### src/rtl/dpe_pkg.sv
// Shared DPE types: stream addresses, beat bundle, demux egress and state codes.
// DPE_DEMUX_STATS_EN enables per-egress packet counters in dpe_demultiplexer.
package dpe_pkg;

   localparam int DPE_DATA_W  = 64;
   localparam int DPE_KEEP_W  = DPE_DATA_W / 8;
   localparam int DPE_ADDR_W  = 3;
   localparam int DPE_STAGE_W = 4;
   localparam int DPE_NUM_EG  = 5;

   localparam logic [DPE_ADDR_W-1:0] DPE_ADDR_CPU   = 3'd0;
   localparam logic [DPE_ADDR_W-1:0] DPE_ADDR_ETH_1 = 3'd1;
   localparam logic [DPE_ADDR_W-1:0] DPE_ADDR_ETH_2 = 3'd2;
   localparam logic [DPE_ADDR_W-1:0] DPE_ADDR_ETH_3 = 3'd3;
   localparam logic [DPE_ADDR_W-1:0] DPE_ADDR_ETH_4 = 3'd4;

   typedef enum logic [2:0] {
      EG_CPU,
      EG_ETH_1,
      EG_ETH_2,
      EG_ETH_3,
      EG_ETH_4,
      EG_DROP
   } dpe_egress_e;

   typedef enum logic [1:0] {
      SOP,
      MOP,
      DROP
   } demux_state_t;

   typedef struct packed {
      logic [DPE_DATA_W-1:0]  tdata;
      logic [DPE_KEEP_W-1:0]  tkeep;
      logic                   tlast;
      logic                   tuser_bypass_all;
      logic [DPE_STAGE_W-1:0] tuser_bypass_stage;
      logic [DPE_ADDR_W-1:0]  tuser_src;
      logic [DPE_ADDR_W-1:0]  tuser_dst;
   } dpe_beat_t;

   function automatic dpe_egress_e dpe_dst_decode(
      input logic [DPE_ADDR_W-1:0] dst
   );
      dpe_egress_e eg;
      unique case (1'b1)
         dst == DPE_ADDR_CPU:   eg = EG_CPU;
         dst == DPE_ADDR_ETH_1: eg = EG_ETH_1;
         dst == DPE_ADDR_ETH_2: eg = EG_ETH_2;
         dst == DPE_ADDR_ETH_3: eg = EG_ETH_3;
         dst == DPE_ADDR_ETH_4: eg = EG_ETH_4;
         default:               eg = EG_DROP;
      endcase
      return eg;
   endfunction

endpackage

### src/rtl/dpe_if.sv
// DPE AXI-stream style link with tuser sideband.
// Used by dpe_demultiplexer (DPE_DEMUX_STATS_EN adds no signals here).
interface dpe_if;
   import dpe_pkg::*;

   logic                   tvalid;
   logic                   tready;
   logic [DPE_DATA_W-1:0]  tdata;
   logic [DPE_KEEP_W-1:0]  tkeep;
   logic                   tlast;
   logic                   tuser_bypass_all;
   logic [DPE_STAGE_W-1:0] tuser_bypass_stage;
   logic [DPE_ADDR_W-1:0]  tuser_src;
   logic [DPE_ADDR_W-1:0]  tuser_dst;

   modport s_axis (
      input  tvalid, tdata, tkeep, tlast,
      input  tuser_bypass_all, tuser_bypass_stage,
      input  tuser_src, tuser_dst,
      output tready
   );

   modport m_axis (
      output tvalid, tdata, tkeep, tlast,
      output tuser_bypass_all, tuser_bypass_stage,
      output tuser_src, tuser_dst,
      input  tready
   );

endinterface

### src/rtl/dpe_if_skid_buffer.sv
// Two-entry skid buffer onto a dpe_if master: registered outputs, 1 beat/cycle.
// Shared by dpe_demultiplexer egresses (DPE_DEMUX_STATS_EN independent).
module dpe_if_skid_buffer
   import dpe_pkg::*;
(
   input  logic      clk,
   input  logic      rst_n,
   input  logic      s_valid,
   output logic      s_ready,
   input  dpe_beat_t s_beat,
   dpe_if.m_axis     m
);

   logic      m_valid;
   logic      sk_valid;
   dpe_beat_t m_beat;
   dpe_beat_t sk_beat;

   // The skid slot absorbs the one beat in flight when the sink stalls.
   assign s_ready = ~sk_valid;

   always_ff @(posedge clk or negedge rst_n) begin
      if (!rst_n) begin
         m_valid  <= 1'b0;
         sk_valid <= 1'b0;
         m_beat   <= '0;
         sk_beat  <= '0;
      end else if (s_valid && s_ready) begin
         if (!m_valid || m.tready) begin
            m_valid <= 1'b1;
            m_beat  <= s_beat;
         end else begin
            sk_valid <= 1'b1;
            sk_beat  <= s_beat;
         end
      end else if (m.tready) begin
         m_valid  <= sk_valid;
         sk_valid <= 1'b0;
         if (sk_valid) m_beat <= sk_beat;
      end
   end

   assign m.tvalid             = m_valid;
   assign m.tdata              = m_beat.tdata;
   assign m.tkeep              = m_beat.tkeep;
   assign m.tlast              = m_beat.tlast;
   assign m.tuser_bypass_all   = m_beat.tuser_bypass_all;
   assign m.tuser_bypass_stage = m_beat.tuser_bypass_stage;
   assign m.tuser_src          = m_beat.tuser_src;
   assign m.tuser_dst          = m_beat.tuser_dst;

endmodule

### src/rtl/dpe_demultiplexer.sv
// Steers whole DPE packets to CPU/ETH_1..4 by tuser_dst; drops unknown codes.
// Define DPE_DEMUX_STATS_EN for per-egress packet counters (pkt_cnt).
module dpe_demultiplexer
   import dpe_pkg::*;
#(
   parameter int DROP_CNT_W = 16
`ifdef DPE_DEMUX_STATS_EN
  ,parameter int PKT_CNT_W  = 32
`endif
)
(
   input  logic                  clk,
   input  logic                  rst_n,
   input  logic                  pause,
   output logic                  is_idle,
   output logic [DROP_CNT_W-1:0] drop_cnt,
   dpe_if.s_axis                 from_dpe,
   dpe_if.m_axis                 to_cpu,
   dpe_if.m_axis                 to_eth_1,
   dpe_if.m_axis                 to_eth_2,
   dpe_if.m_axis                 to_eth_3,
   dpe_if.m_axis                 to_eth_4
`ifdef DPE_DEMUX_STATS_EN
  ,output logic [DPE_NUM_EG-1:0][PKT_CNT_W-1:0] pkt_cnt
`endif
);

   demux_state_t          state, state_nxt;
   dpe_egress_e           sel, sel_q, sel_nxt;
   dpe_beat_t             beat;
   logic [DPE_NUM_EG-1:0] sel_oh, eg_valid, eg_ready, out_valid;
   logic                  go, in_ready, accept, last_acc;

   assign beat = '{
      tdata:              from_dpe.tdata,
      tkeep:              from_dpe.tkeep,
      tlast:              from_dpe.tlast,
      tuser_bypass_all:   from_dpe.tuser_bypass_all,
      tuser_bypass_stage: from_dpe.tuser_bypass_stage,
      tuser_src:          from_dpe.tuser_src,
      tuser_dst:          from_dpe.tuser_dst
   };

   // Pause only gates the start of a packet; open packets always finish.
   always_comb begin
      sel = EG_DROP;
      go  = rst_n;
      unique case (state)
         SOP: begin
            sel = dpe_dst_decode(from_dpe.tuser_dst);
            go  = rst_n & ~pause;
         end
         MOP:     sel = sel_q;
         default: sel = EG_DROP;
      endcase
   end

   always_comb begin
      sel_oh = '0;
      for (int i = 0; i < DPE_NUM_EG; i++)
         sel_oh[i] = (int'(sel) == i);
   end

   assign in_ready = go & ((sel == EG_DROP) | (|(sel_oh & eg_ready)));
   assign eg_valid = sel_oh & {DPE_NUM_EG{go & from_dpe.tvalid}};
   assign accept   = from_dpe.tvalid & in_ready;
   assign last_acc = accept & from_dpe.tlast;

   assign from_dpe.tready = in_ready;

   always_comb begin
      state_nxt = state;
      sel_nxt   = sel_q;
      unique case (state)
         SOP: begin
            if (accept && !from_dpe.tlast) begin
               state_nxt = (sel == EG_DROP) ? DROP : MOP;
               sel_nxt   = sel;
            end
         end
         default: begin
            if (last_acc) state_nxt = SOP;
         end
      endcase
   end

   always_ff @(posedge clk or negedge rst_n) begin
      if (!rst_n) begin
         state <= SOP;
         sel_q <= EG_DROP;
      end else begin
         state <= state_nxt;
         sel_q <= sel_nxt;
      end
   end

   always_ff @(posedge clk or negedge rst_n) begin
      if (!rst_n)
         drop_cnt <= '0;
      else if (last_acc && sel == EG_DROP && !(&drop_cnt))
         drop_cnt <= drop_cnt + DROP_CNT_W'(1);
   end

`ifdef DPE_DEMUX_STATS_EN
   always_ff @(posedge clk or negedge rst_n) begin
      if (!rst_n) begin
         pkt_cnt <= '0;
      end else begin
         for (int i = 0; i < DPE_NUM_EG; i++)
            if (last_acc && sel_oh[i])
               pkt_cnt[i] <= pkt_cnt[i] + PKT_CNT_W'(1);
      end
   end
`endif

   assign out_valid = {to_eth_4.tvalid, to_eth_3.tvalid,
                       to_eth_2.tvalid, to_eth_1.tvalid,
                       to_cpu.tvalid};
   assign is_idle   = pause & (state == SOP) & ~(|out_valid);

   dpe_if_skid_buffer u_eg_cpu (
      .clk     (clk),
      .rst_n   (rst_n),
      .s_valid (eg_valid[0]),
      .s_ready (eg_ready[0]),
      .s_beat  (beat),
      .m       (to_cpu)
   );

   dpe_if_skid_buffer u_eg_eth_1 (
      .clk     (clk),
      .rst_n   (rst_n),
      .s_valid (eg_valid[1]),
      .s_ready (eg_ready[1]),
      .s_beat  (beat),
      .m       (to_eth_1)
   );

   dpe_if_skid_buffer u_eg_eth_2 (
      .clk     (clk),
      .rst_n   (rst_n),
      .s_valid (eg_valid[2]),
      .s_ready (eg_ready[2]),
      .s_beat  (beat),
      .m       (to_eth_2)
   );

   dpe_if_skid_buffer u_eg_eth_3 (
      .clk     (clk),
      .rst_n   (rst_n),
      .s_valid (eg_valid[3]),
      .s_ready (eg_ready[3]),
      .s_beat  (beat),
      .m       (to_eth_3)
   );

   dpe_if_skid_buffer u_eg_eth_4 (
      .clk     (clk),
      .rst_n   (rst_n),
      .s_valid (eg_valid[4]),
      .s_ready (eg_ready[4]),
      .s_beat  (beat),
      .m       (to_eth_4)
   );

endmodule

### src/flat_wrapper.sv
// flat-port wrapper written by rule: the top's interface ports become plain ports
module dpe_demultiplexer_flat import dpe_pkg::*;
#(
   parameter int DROP_CNT_W = 16

)
  (clk, rst_n, pause, is_idle, drop_cnt, from_dpe_tvalid, from_dpe_tdata, from_dpe_tkeep, from_dpe_tlast, from_dpe_tuser_bypass_all, from_dpe_tuser_bypass_stage, from_dpe_tuser_src, from_dpe_tuser_dst, from_dpe_tready, to_cpu_tvalid, to_cpu_tdata, to_cpu_tkeep, to_cpu_tlast, to_cpu_tuser_bypass_all, to_cpu_tuser_bypass_stage, to_cpu_tuser_src, to_cpu_tuser_dst, to_cpu_tready, to_eth_1_tvalid, to_eth_1_tdata, to_eth_1_tkeep, to_eth_1_tlast, to_eth_1_tuser_bypass_all, to_eth_1_tuser_bypass_stage, to_eth_1_tuser_src, to_eth_1_tuser_dst, to_eth_1_tready, to_eth_2_tvalid, to_eth_2_tdata, to_eth_2_tkeep, to_eth_2_tlast, to_eth_2_tuser_bypass_all, to_eth_2_tuser_bypass_stage, to_eth_2_tuser_src, to_eth_2_tuser_dst, to_eth_2_tready, to_eth_3_tvalid, to_eth_3_tdata, to_eth_3_tkeep, to_eth_3_tlast, to_eth_3_tuser_bypass_all, to_eth_3_tuser_bypass_stage, to_eth_3_tuser_src, to_eth_3_tuser_dst, to_eth_3_tready, to_eth_4_tvalid, to_eth_4_tdata, to_eth_4_tkeep, to_eth_4_tlast, to_eth_4_tuser_bypass_all, to_eth_4_tuser_bypass_stage, to_eth_4_tuser_src, to_eth_4_tuser_dst, to_eth_4_tready);
  dpe_if from_dpe_i ();
  dpe_if to_cpu_i ();
  dpe_if to_eth_1_i ();
  dpe_if to_eth_2_i ();
  dpe_if to_eth_3_i ();
  dpe_if to_eth_4_i ();
  input  logic clk;
  input  logic rst_n;
  input  logic pause;
  output logic is_idle;
  output logic [DROP_CNT_W-1:0] drop_cnt;
  input wire logic [$bits(from_dpe_i.tvalid)-1:0] from_dpe_tvalid;
  input wire logic [$bits(from_dpe_i.tdata)-1:0] from_dpe_tdata;
  input wire logic [$bits(from_dpe_i.tkeep)-1:0] from_dpe_tkeep;
  input wire logic [$bits(from_dpe_i.tlast)-1:0] from_dpe_tlast;
  input wire logic [$bits(from_dpe_i.tuser_bypass_all)-1:0] from_dpe_tuser_bypass_all;
  input wire logic [$bits(from_dpe_i.tuser_bypass_stage)-1:0] from_dpe_tuser_bypass_stage;
  input wire logic [$bits(from_dpe_i.tuser_src)-1:0] from_dpe_tuser_src;
  input wire logic [$bits(from_dpe_i.tuser_dst)-1:0] from_dpe_tuser_dst;
  output wire logic [$bits(from_dpe_i.tready)-1:0] from_dpe_tready;
  output wire logic [$bits(to_cpu_i.tvalid)-1:0] to_cpu_tvalid;
  output wire logic [$bits(to_cpu_i.tdata)-1:0] to_cpu_tdata;
  output wire logic [$bits(to_cpu_i.tkeep)-1:0] to_cpu_tkeep;
  output wire logic [$bits(to_cpu_i.tlast)-1:0] to_cpu_tlast;
  output wire logic [$bits(to_cpu_i.tuser_bypass_all)-1:0] to_cpu_tuser_bypass_all;
  output wire logic [$bits(to_cpu_i.tuser_bypass_stage)-1:0] to_cpu_tuser_bypass_stage;
  output wire logic [$bits(to_cpu_i.tuser_src)-1:0] to_cpu_tuser_src;
  output wire logic [$bits(to_cpu_i.tuser_dst)-1:0] to_cpu_tuser_dst;
  input wire logic [$bits(to_cpu_i.tready)-1:0] to_cpu_tready;
  output wire logic [$bits(to_eth_1_i.tvalid)-1:0] to_eth_1_tvalid;
  output wire logic [$bits(to_eth_1_i.tdata)-1:0] to_eth_1_tdata;
  output wire logic [$bits(to_eth_1_i.tkeep)-1:0] to_eth_1_tkeep;
  output wire logic [$bits(to_eth_1_i.tlast)-1:0] to_eth_1_tlast;
  output wire logic [$bits(to_eth_1_i.tuser_bypass_all)-1:0] to_eth_1_tuser_bypass_all;
  output wire logic [$bits(to_eth_1_i.tuser_bypass_stage)-1:0] to_eth_1_tuser_bypass_stage;
  output wire logic [$bits(to_eth_1_i.tuser_src)-1:0] to_eth_1_tuser_src;
  output wire logic [$bits(to_eth_1_i.tuser_dst)-1:0] to_eth_1_tuser_dst;
  input wire logic [$bits(to_eth_1_i.tready)-1:0] to_eth_1_tready;
  output wire logic [$bits(to_eth_2_i.tvalid)-1:0] to_eth_2_tvalid;
  output wire logic [$bits(to_eth_2_i.tdata)-1:0] to_eth_2_tdata;
  output wire logic [$bits(to_eth_2_i.tkeep)-1:0] to_eth_2_tkeep;
  output wire logic [$bits(to_eth_2_i.tlast)-1:0] to_eth_2_tlast;
  output wire logic [$bits(to_eth_2_i.tuser_bypass_all)-1:0] to_eth_2_tuser_bypass_all;
  output wire logic [$bits(to_eth_2_i.tuser_bypass_stage)-1:0] to_eth_2_tuser_bypass_stage;
  output wire logic [$bits(to_eth_2_i.tuser_src)-1:0] to_eth_2_tuser_src;
  output wire logic [$bits(to_eth_2_i.tuser_dst)-1:0] to_eth_2_tuser_dst;
  input wire logic [$bits(to_eth_2_i.tready)-1:0] to_eth_2_tready;
  output wire logic [$bits(to_eth_3_i.tvalid)-1:0] to_eth_3_tvalid;
  output wire logic [$bits(to_eth_3_i.tdata)-1:0] to_eth_3_tdata;
  output wire logic [$bits(to_eth_3_i.tkeep)-1:0] to_eth_3_tkeep;
  output wire logic [$bits(to_eth_3_i.tlast)-1:0] to_eth_3_tlast;
  output wire logic [$bits(to_eth_3_i.tuser_bypass_all)-1:0] to_eth_3_tuser_bypass_all;
  output wire logic [$bits(to_eth_3_i.tuser_bypass_stage)-1:0] to_eth_3_tuser_bypass_stage;
  output wire logic [$bits(to_eth_3_i.tuser_src)-1:0] to_eth_3_tuser_src;
  output wire logic [$bits(to_eth_3_i.tuser_dst)-1:0] to_eth_3_tuser_dst;
  input wire logic [$bits(to_eth_3_i.tready)-1:0] to_eth_3_tready;
  output wire logic [$bits(to_eth_4_i.tvalid)-1:0] to_eth_4_tvalid;
  output wire logic [$bits(to_eth_4_i.tdata)-1:0] to_eth_4_tdata;
  output wire logic [$bits(to_eth_4_i.tkeep)-1:0] to_eth_4_tkeep;
  output wire logic [$bits(to_eth_4_i.tlast)-1:0] to_eth_4_tlast;
  output wire logic [$bits(to_eth_4_i.tuser_bypass_all)-1:0] to_eth_4_tuser_bypass_all;
  output wire logic [$bits(to_eth_4_i.tuser_bypass_stage)-1:0] to_eth_4_tuser_bypass_stage;
  output wire logic [$bits(to_eth_4_i.tuser_src)-1:0] to_eth_4_tuser_src;
  output wire logic [$bits(to_eth_4_i.tuser_dst)-1:0] to_eth_4_tuser_dst;
  input wire logic [$bits(to_eth_4_i.tready)-1:0] to_eth_4_tready;
  assign from_dpe_i.tvalid = from_dpe_tvalid;
  assign from_dpe_i.tdata = from_dpe_tdata;
  assign from_dpe_i.tkeep = from_dpe_tkeep;
  assign from_dpe_i.tlast = from_dpe_tlast;
  assign from_dpe_i.tuser_bypass_all = from_dpe_tuser_bypass_all;
  assign from_dpe_i.tuser_bypass_stage = from_dpe_tuser_bypass_stage;
  assign from_dpe_i.tuser_src = from_dpe_tuser_src;
  assign from_dpe_i.tuser_dst = from_dpe_tuser_dst;
  assign from_dpe_tready = from_dpe_i.tready;
  assign to_cpu_tvalid = to_cpu_i.tvalid;
  assign to_cpu_tdata = to_cpu_i.tdata;
  assign to_cpu_tkeep = to_cpu_i.tkeep;
  assign to_cpu_tlast = to_cpu_i.tlast;
  assign to_cpu_tuser_bypass_all = to_cpu_i.tuser_bypass_all;
  assign to_cpu_tuser_bypass_stage = to_cpu_i.tuser_bypass_stage;
  assign to_cpu_tuser_src = to_cpu_i.tuser_src;
  assign to_cpu_tuser_dst = to_cpu_i.tuser_dst;
  assign to_cpu_i.tready = to_cpu_tready;
  assign to_eth_1_tvalid = to_eth_1_i.tvalid;
  assign to_eth_1_tdata = to_eth_1_i.tdata;
  assign to_eth_1_tkeep = to_eth_1_i.tkeep;
  assign to_eth_1_tlast = to_eth_1_i.tlast;
  assign to_eth_1_tuser_bypass_all = to_eth_1_i.tuser_bypass_all;
  assign to_eth_1_tuser_bypass_stage = to_eth_1_i.tuser_bypass_stage;
  assign to_eth_1_tuser_src = to_eth_1_i.tuser_src;
  assign to_eth_1_tuser_dst = to_eth_1_i.tuser_dst;
  assign to_eth_1_i.tready = to_eth_1_tready;
  assign to_eth_2_tvalid = to_eth_2_i.tvalid;
  assign to_eth_2_tdata = to_eth_2_i.tdata;
  assign to_eth_2_tkeep = to_eth_2_i.tkeep;
  assign to_eth_2_tlast = to_eth_2_i.tlast;
  assign to_eth_2_tuser_bypass_all = to_eth_2_i.tuser_bypass_all;
  assign to_eth_2_tuser_bypass_stage = to_eth_2_i.tuser_bypass_stage;
  assign to_eth_2_tuser_src = to_eth_2_i.tuser_src;
  assign to_eth_2_tuser_dst = to_eth_2_i.tuser_dst;
  assign to_eth_2_i.tready = to_eth_2_tready;
  assign to_eth_3_tvalid = to_eth_3_i.tvalid;
  assign to_eth_3_tdata = to_eth_3_i.tdata;
  assign to_eth_3_tkeep = to_eth_3_i.tkeep;
  assign to_eth_3_tlast = to_eth_3_i.tlast;
  assign to_eth_3_tuser_bypass_all = to_eth_3_i.tuser_bypass_all;
  assign to_eth_3_tuser_bypass_stage = to_eth_3_i.tuser_bypass_stage;
  assign to_eth_3_tuser_src = to_eth_3_i.tuser_src;
  assign to_eth_3_tuser_dst = to_eth_3_i.tuser_dst;
  assign to_eth_3_i.tready = to_eth_3_tready;
  assign to_eth_4_tvalid = to_eth_4_i.tvalid;
  assign to_eth_4_tdata = to_eth_4_i.tdata;
  assign to_eth_4_tkeep = to_eth_4_i.tkeep;
  assign to_eth_4_tlast = to_eth_4_i.tlast;
  assign to_eth_4_tuser_bypass_all = to_eth_4_i.tuser_bypass_all;
  assign to_eth_4_tuser_bypass_stage = to_eth_4_i.tuser_bypass_stage;
  assign to_eth_4_tuser_src = to_eth_4_i.tuser_src;
  assign to_eth_4_tuser_dst = to_eth_4_i.tuser_dst;
  assign to_eth_4_i.tready = to_eth_4_tready;
  dpe_demultiplexer #(.DROP_CNT_W(DROP_CNT_W)) u_core (.clk(clk), .rst_n(rst_n), .pause(pause), .is_idle(is_idle), .drop_cnt(drop_cnt), .from_dpe(from_dpe_i), .to_cpu(to_cpu_i), .to_eth_1(to_eth_1_i), .to_eth_2(to_eth_2_i), .to_eth_3(to_eth_3_i), .to_eth_4(to_eth_4_i));
endmodule
### config.mk
export PLATFORM = sky130hd
export DESIGN_NAME = dpe_demultiplexer_flat
export DESIGN_NICKNAME = d
export VERILOG_FILES = /design/src/rtl/dpe_pkg.sv /design/src/rtl/dpe_if.sv /design/src/rtl/dpe_if_skid_buffer.sv /design/src/rtl/dpe_demultiplexer.sv /design/src/flat_wrapper.sv
export SDC_FILE = /design/constraint.sdc
export NUM_CORES = 1
export LEC_CHECK = 0
export CORE_MARGIN = 2
export CORE_UTILIZATION = 50
export CTS_CLUSTER_DIAMETER = 120
export DETAILED_ROUTE_END_ITERATION = 8
export PLACE_DENSITY = 0.87
export RECOVER_POWER = 50
export SYNTH_ARGS = -nofsm -noshare
export SYNTH_HDL_FRONTEND = slang
export SYNTH_HIERARCHICAL = 1
export SYNTH_SLANG_ARGS = --single-unit
### constraint.sdc
create_clock -name clk -period 2.7 [get_ports clk]
set_input_delay 0.27 -clock clk [delete_from_list [all_inputs] [get_ports clk]]
set_output_delay 0.27 -clock clk [all_outputs]
set_load 0.02 [all_outputs]
==> results by group <==
Worst setup path
  • CP Cell Sequence: nor4b_2 -> a31oi_1 -> o21ai_0 -> a21oi_2 -> a21oi_2 -> buf_6
  • Slowest stage delay, CP: 0.46 ns
  • R2R cell count: 8
  • Max FO, Critical Path: 5
  • Setup CP Type: flip-flop to output port
  • Slowest-stage cell, CP: dfrtp_2
  • Required @ worst endpoint: 2.43 ns
  • Startpoint types: flip-flop
  • Flop2flop setup slack: -0.06 ns
  • Crit path top cell by count: a21oi_2
  • CP Capture Type: output port
  • Critical path data arrival time: approximately 2.6 ns

Outcome
  • Failing checks: setup timing
  • Run status: finished with violations

Route
  • Initial DRC count: 1449
  • Antenna Nets Post-Route: 0
  • Routed vias: 23.5k
  • Drt total wl: approximately 110000 microns
  • First-pass DRT Iterations: 5
  • Drt via density: 5.63
  • Residual DRC: 0
  • WL per Instance: 25.8 microns

Global route
  • Initial antenna violation count: 3
  • Vias in the first global route: ~26k
  • Gr usage total: 25.4%
  • Pin count of the biggest net entering global routing: about 190
  • Gr ovfl total: 0
  • First-pass GRT wire length: 160000 microns

Timing
  • Setup Viol. Count Final: 56
  • Clock Skew: 0.0399 ns
  • Hold Violations, Final: 0
  • Relative slew margins: approximately 20%
  • Worst hold slack: 0.308 ns
  • Slew Viols, Final: 0
  • RSZ-0062 raised after global routing: true
  • Worst setup margin: -0.178 ns
  • Worst-margin pin slew: ~1.2 ns
  • Setup_tns: -1.04 ns
  • Fmax: approximately 350 MHz
  • Post-layout minimum cycle time: roughly 2.9 ns
  • Tcrit/Tclk final: 107%

CTS
  • Htree depth: 3
  • Clock sink count: 871
  • CTS Buf Count: 92
  • CTS root buf: clkbuf_16
  • Worst-case clock buffer depth: 3
  • Clk slew on worst S/H paths: approximately 0.06 ns
  • CTS tree: done
  • Worst skew pair latency: 0.65 ns

Layout
  • Finished Layout Cells: 4173
  • Layout cells sized above 1: 51.6%
  • Fillers: 5180
  • Sequential cell area: between 20000 and 25000 sq um
  • Layout Nets: 3152
  • Area of the multi-input gates: 16600 sq um
  • Area grow syn2layout: 28.6%

Placed design
  • Placed cells: slightly below 4k
  • Post-DP HPWL: 67700 microns
  • Global placer's final weighted congestion: 0.832
  • Port bufs: 535

Yosys
  • Ys async rst share: between 90% and 100%
  • Post-synth EDFFs: 0
  • Count leader, synth: mux2_2
  • Post-synth top area share: 55.5%
  • Sequential area share after synthesis: a little under three fifths
  • Yosys cell types: 52
  • Largest cells by area after synthesis: dfrtp_1, mux2_2, mux2_4
  • Ys flop type: dfrtp_1
  • Syn Nets: 2511
  • Area leader, netlist: dfrtp_1
  • YS warnings: 6
  • Post-synth top cells: mux2_2, dfrtp_1, mux2_4
  • Yosys reg bits: 871
  • Syn Std Cell Area: 39200 sq um
  • Mapped Avg Cell Area: 16.2 sq um
  • Mapped Cells: 2417

Floorplanning
  • Die ar.: roughly 80000 sq um
  • Starting Density: 50.5%
  • # rows: 102
  • Die Ht: 284 microns
  • Io pins: ~540
  • Core ar.: 77600 sq um
  • Die W: 284 microns

Power
  • Leak: 0.0248 uW
  • Peak supply drop: around 600 uV
  • Tot Pwr: 38200 uW
  • Power per Cell Area: ~760 nW/um^2

Min path
  • Hold path depth: 2
  • Hold Path Class: input pin to flip-flop

Job
  • Max cap viols: 0
[cells by family (layout without fill, tap and decap cells)]
logic type / Yosys count / count (layout) / synth area share [%]
AOI/OAI and AO/OA: 31 / 31 / 0.641
xor gates and xnor gates: 15 / 15 / 0.335
DFF: 871 / 871 / 55.6
and+or+nand+nor: 84 / 84 / 1.31
muxes: 1263 / 1263 / 39.5
adders and majority gates: 1 / 1 / 0.0319
other: 0 / 3 / 0
buffers and inverters: 152 / 865 / 2.57
[worst max-delay path: cells and delay by family, from the launching register on]
kind / cells / cell delay (ns)
buffers and inverters: 1 / 0.17
AND/OR/NAND/NOR: 1 / 0.41
flip-flops: 1 / 0.46
AO/OA/AOI/OAI: 4 / 0.93
[cells in the final DEF, fill, tap and decap left out, types with 6 or more instances in the layout]
master           instances
bufinv_16               10
clkbuf_8                16
buf_12                  48
nand3_1                 14
mux2_4                 340
nor2_1                   8
xnor2_1                 12
inv_1                   10
clkdlybuf4s50_1        532
mux2_2                 923
buf_4                   83
dfrtp_1                868
clkinvlp_4               6
buf_16                   6
nor2_4                   9
clkbuf_16              105
clkbuf_1                16
nand2_1                 10
clkinv_2                16
[flip-flops by register name, summed over array words and instances, names as in the netlist, 8 cells and up]
name,cells
u_core/u_eg_eth_4/m.tkeep,8
u_core/u_eg_eth_2/m.tkeep,8
u_core/u_eg_eth_4/sk_beat,84
u_core/u_eg_eth_1/sk_beat,84
u_core/u_eg_eth_1/m.tdata,64
u_core/u_eg_eth_2/sk_beat,84
u_core/u_eg_eth_3/m.tkeep,8
u_core/drop_cnt,16
u_core/u_eg_cpu/m.tkeep,8
u_core/u_eg_cpu/sk_beat,84
u_core/u_eg_eth_1/m.tkeep,8
u_core/u_eg_eth_3/m.tdata,64
u_core/u_eg_eth_3/sk_beat,84
u_core/u_eg_cpu/m.tdata,64
u_core/u_eg_eth_2/m.tdata,64
u_core/u_eg_eth_4/m.tdata,64
[final timing paths]
check | from | endpoint
setup reg to reg | u_core/state[0] | u_core/u_eg_eth_3/m.tdata[12]
setup / recovery | u_core/state[0] | from_dpe_tready
max in group asynchronous | rst_n | u_core/u_eg_eth_4/m.tuser_bypass_stage[0]
min in group asynchronous | rst_n | u_core/u_eg_eth_1/sk_beat[80]
hold / removal | to_eth_3_tready | u_core/u_eg_eth_3/sk_valid
hold reg to reg | u_core/u_eg_eth_1/sk_beat[66] | u_core/u_eg_eth_1/sk_beat[66]
[layout make-up]
cell class	count	share of cell area (%)
multi-input combinational	1394	32.9
timing repair buffer	689	14.8
inverter	10	0.0744
clock buffer	127	5.27
tap	1040	2.58
sequential	871	43.2
clock inverter	39	1.09
antenna	3	0.0149
[report_power, final]
part | switching, uW | internal, uW | leakage (uW)
logic | 4200 | 4920 | 0.0111
registers | 1090 | 14700 | 0.0121
clock network | 5400 | 7880 | 0.00156
total | 10700 | 27500 | 0.0248
[what timing repair did]
item	in CTS	in global routing
gates cloned	1	12
setup endpoints to repair	637	564
pin swaps	4	7
hold endpoints to repair	94	0
buffers inserted	3	15
resized for setup	23	22
hold buffers	1	0
[metal layers]
| layer | global-route usage, % | vias to the layer above | wire length [microns] |
|---|---|---|---|
| met5 | 0 | - | 30 |
| met4 | 9.07 | 4 | 3710 |
| met3 | 5.28 | 235 | 6460 |
| met2 | 43.9 | 800 | 53900 |
| met1 | 31.7 | 12426 | 43400 |
| li1 | - | 10019 | - |
[stage by stage]
step	utilization [%]	worst slack (ns)	area, sq um
after detailed placement	59.9	-0.482	46500
after global placement	59.9	-0.468	46500
final	65.0	-0.178	50400
after CTS	64.3	-0.0339	49900
after floorplan	-	-0.00344	39200
after global routing	65.0	-0.226	50400
(Power assumes the default switching activity.)
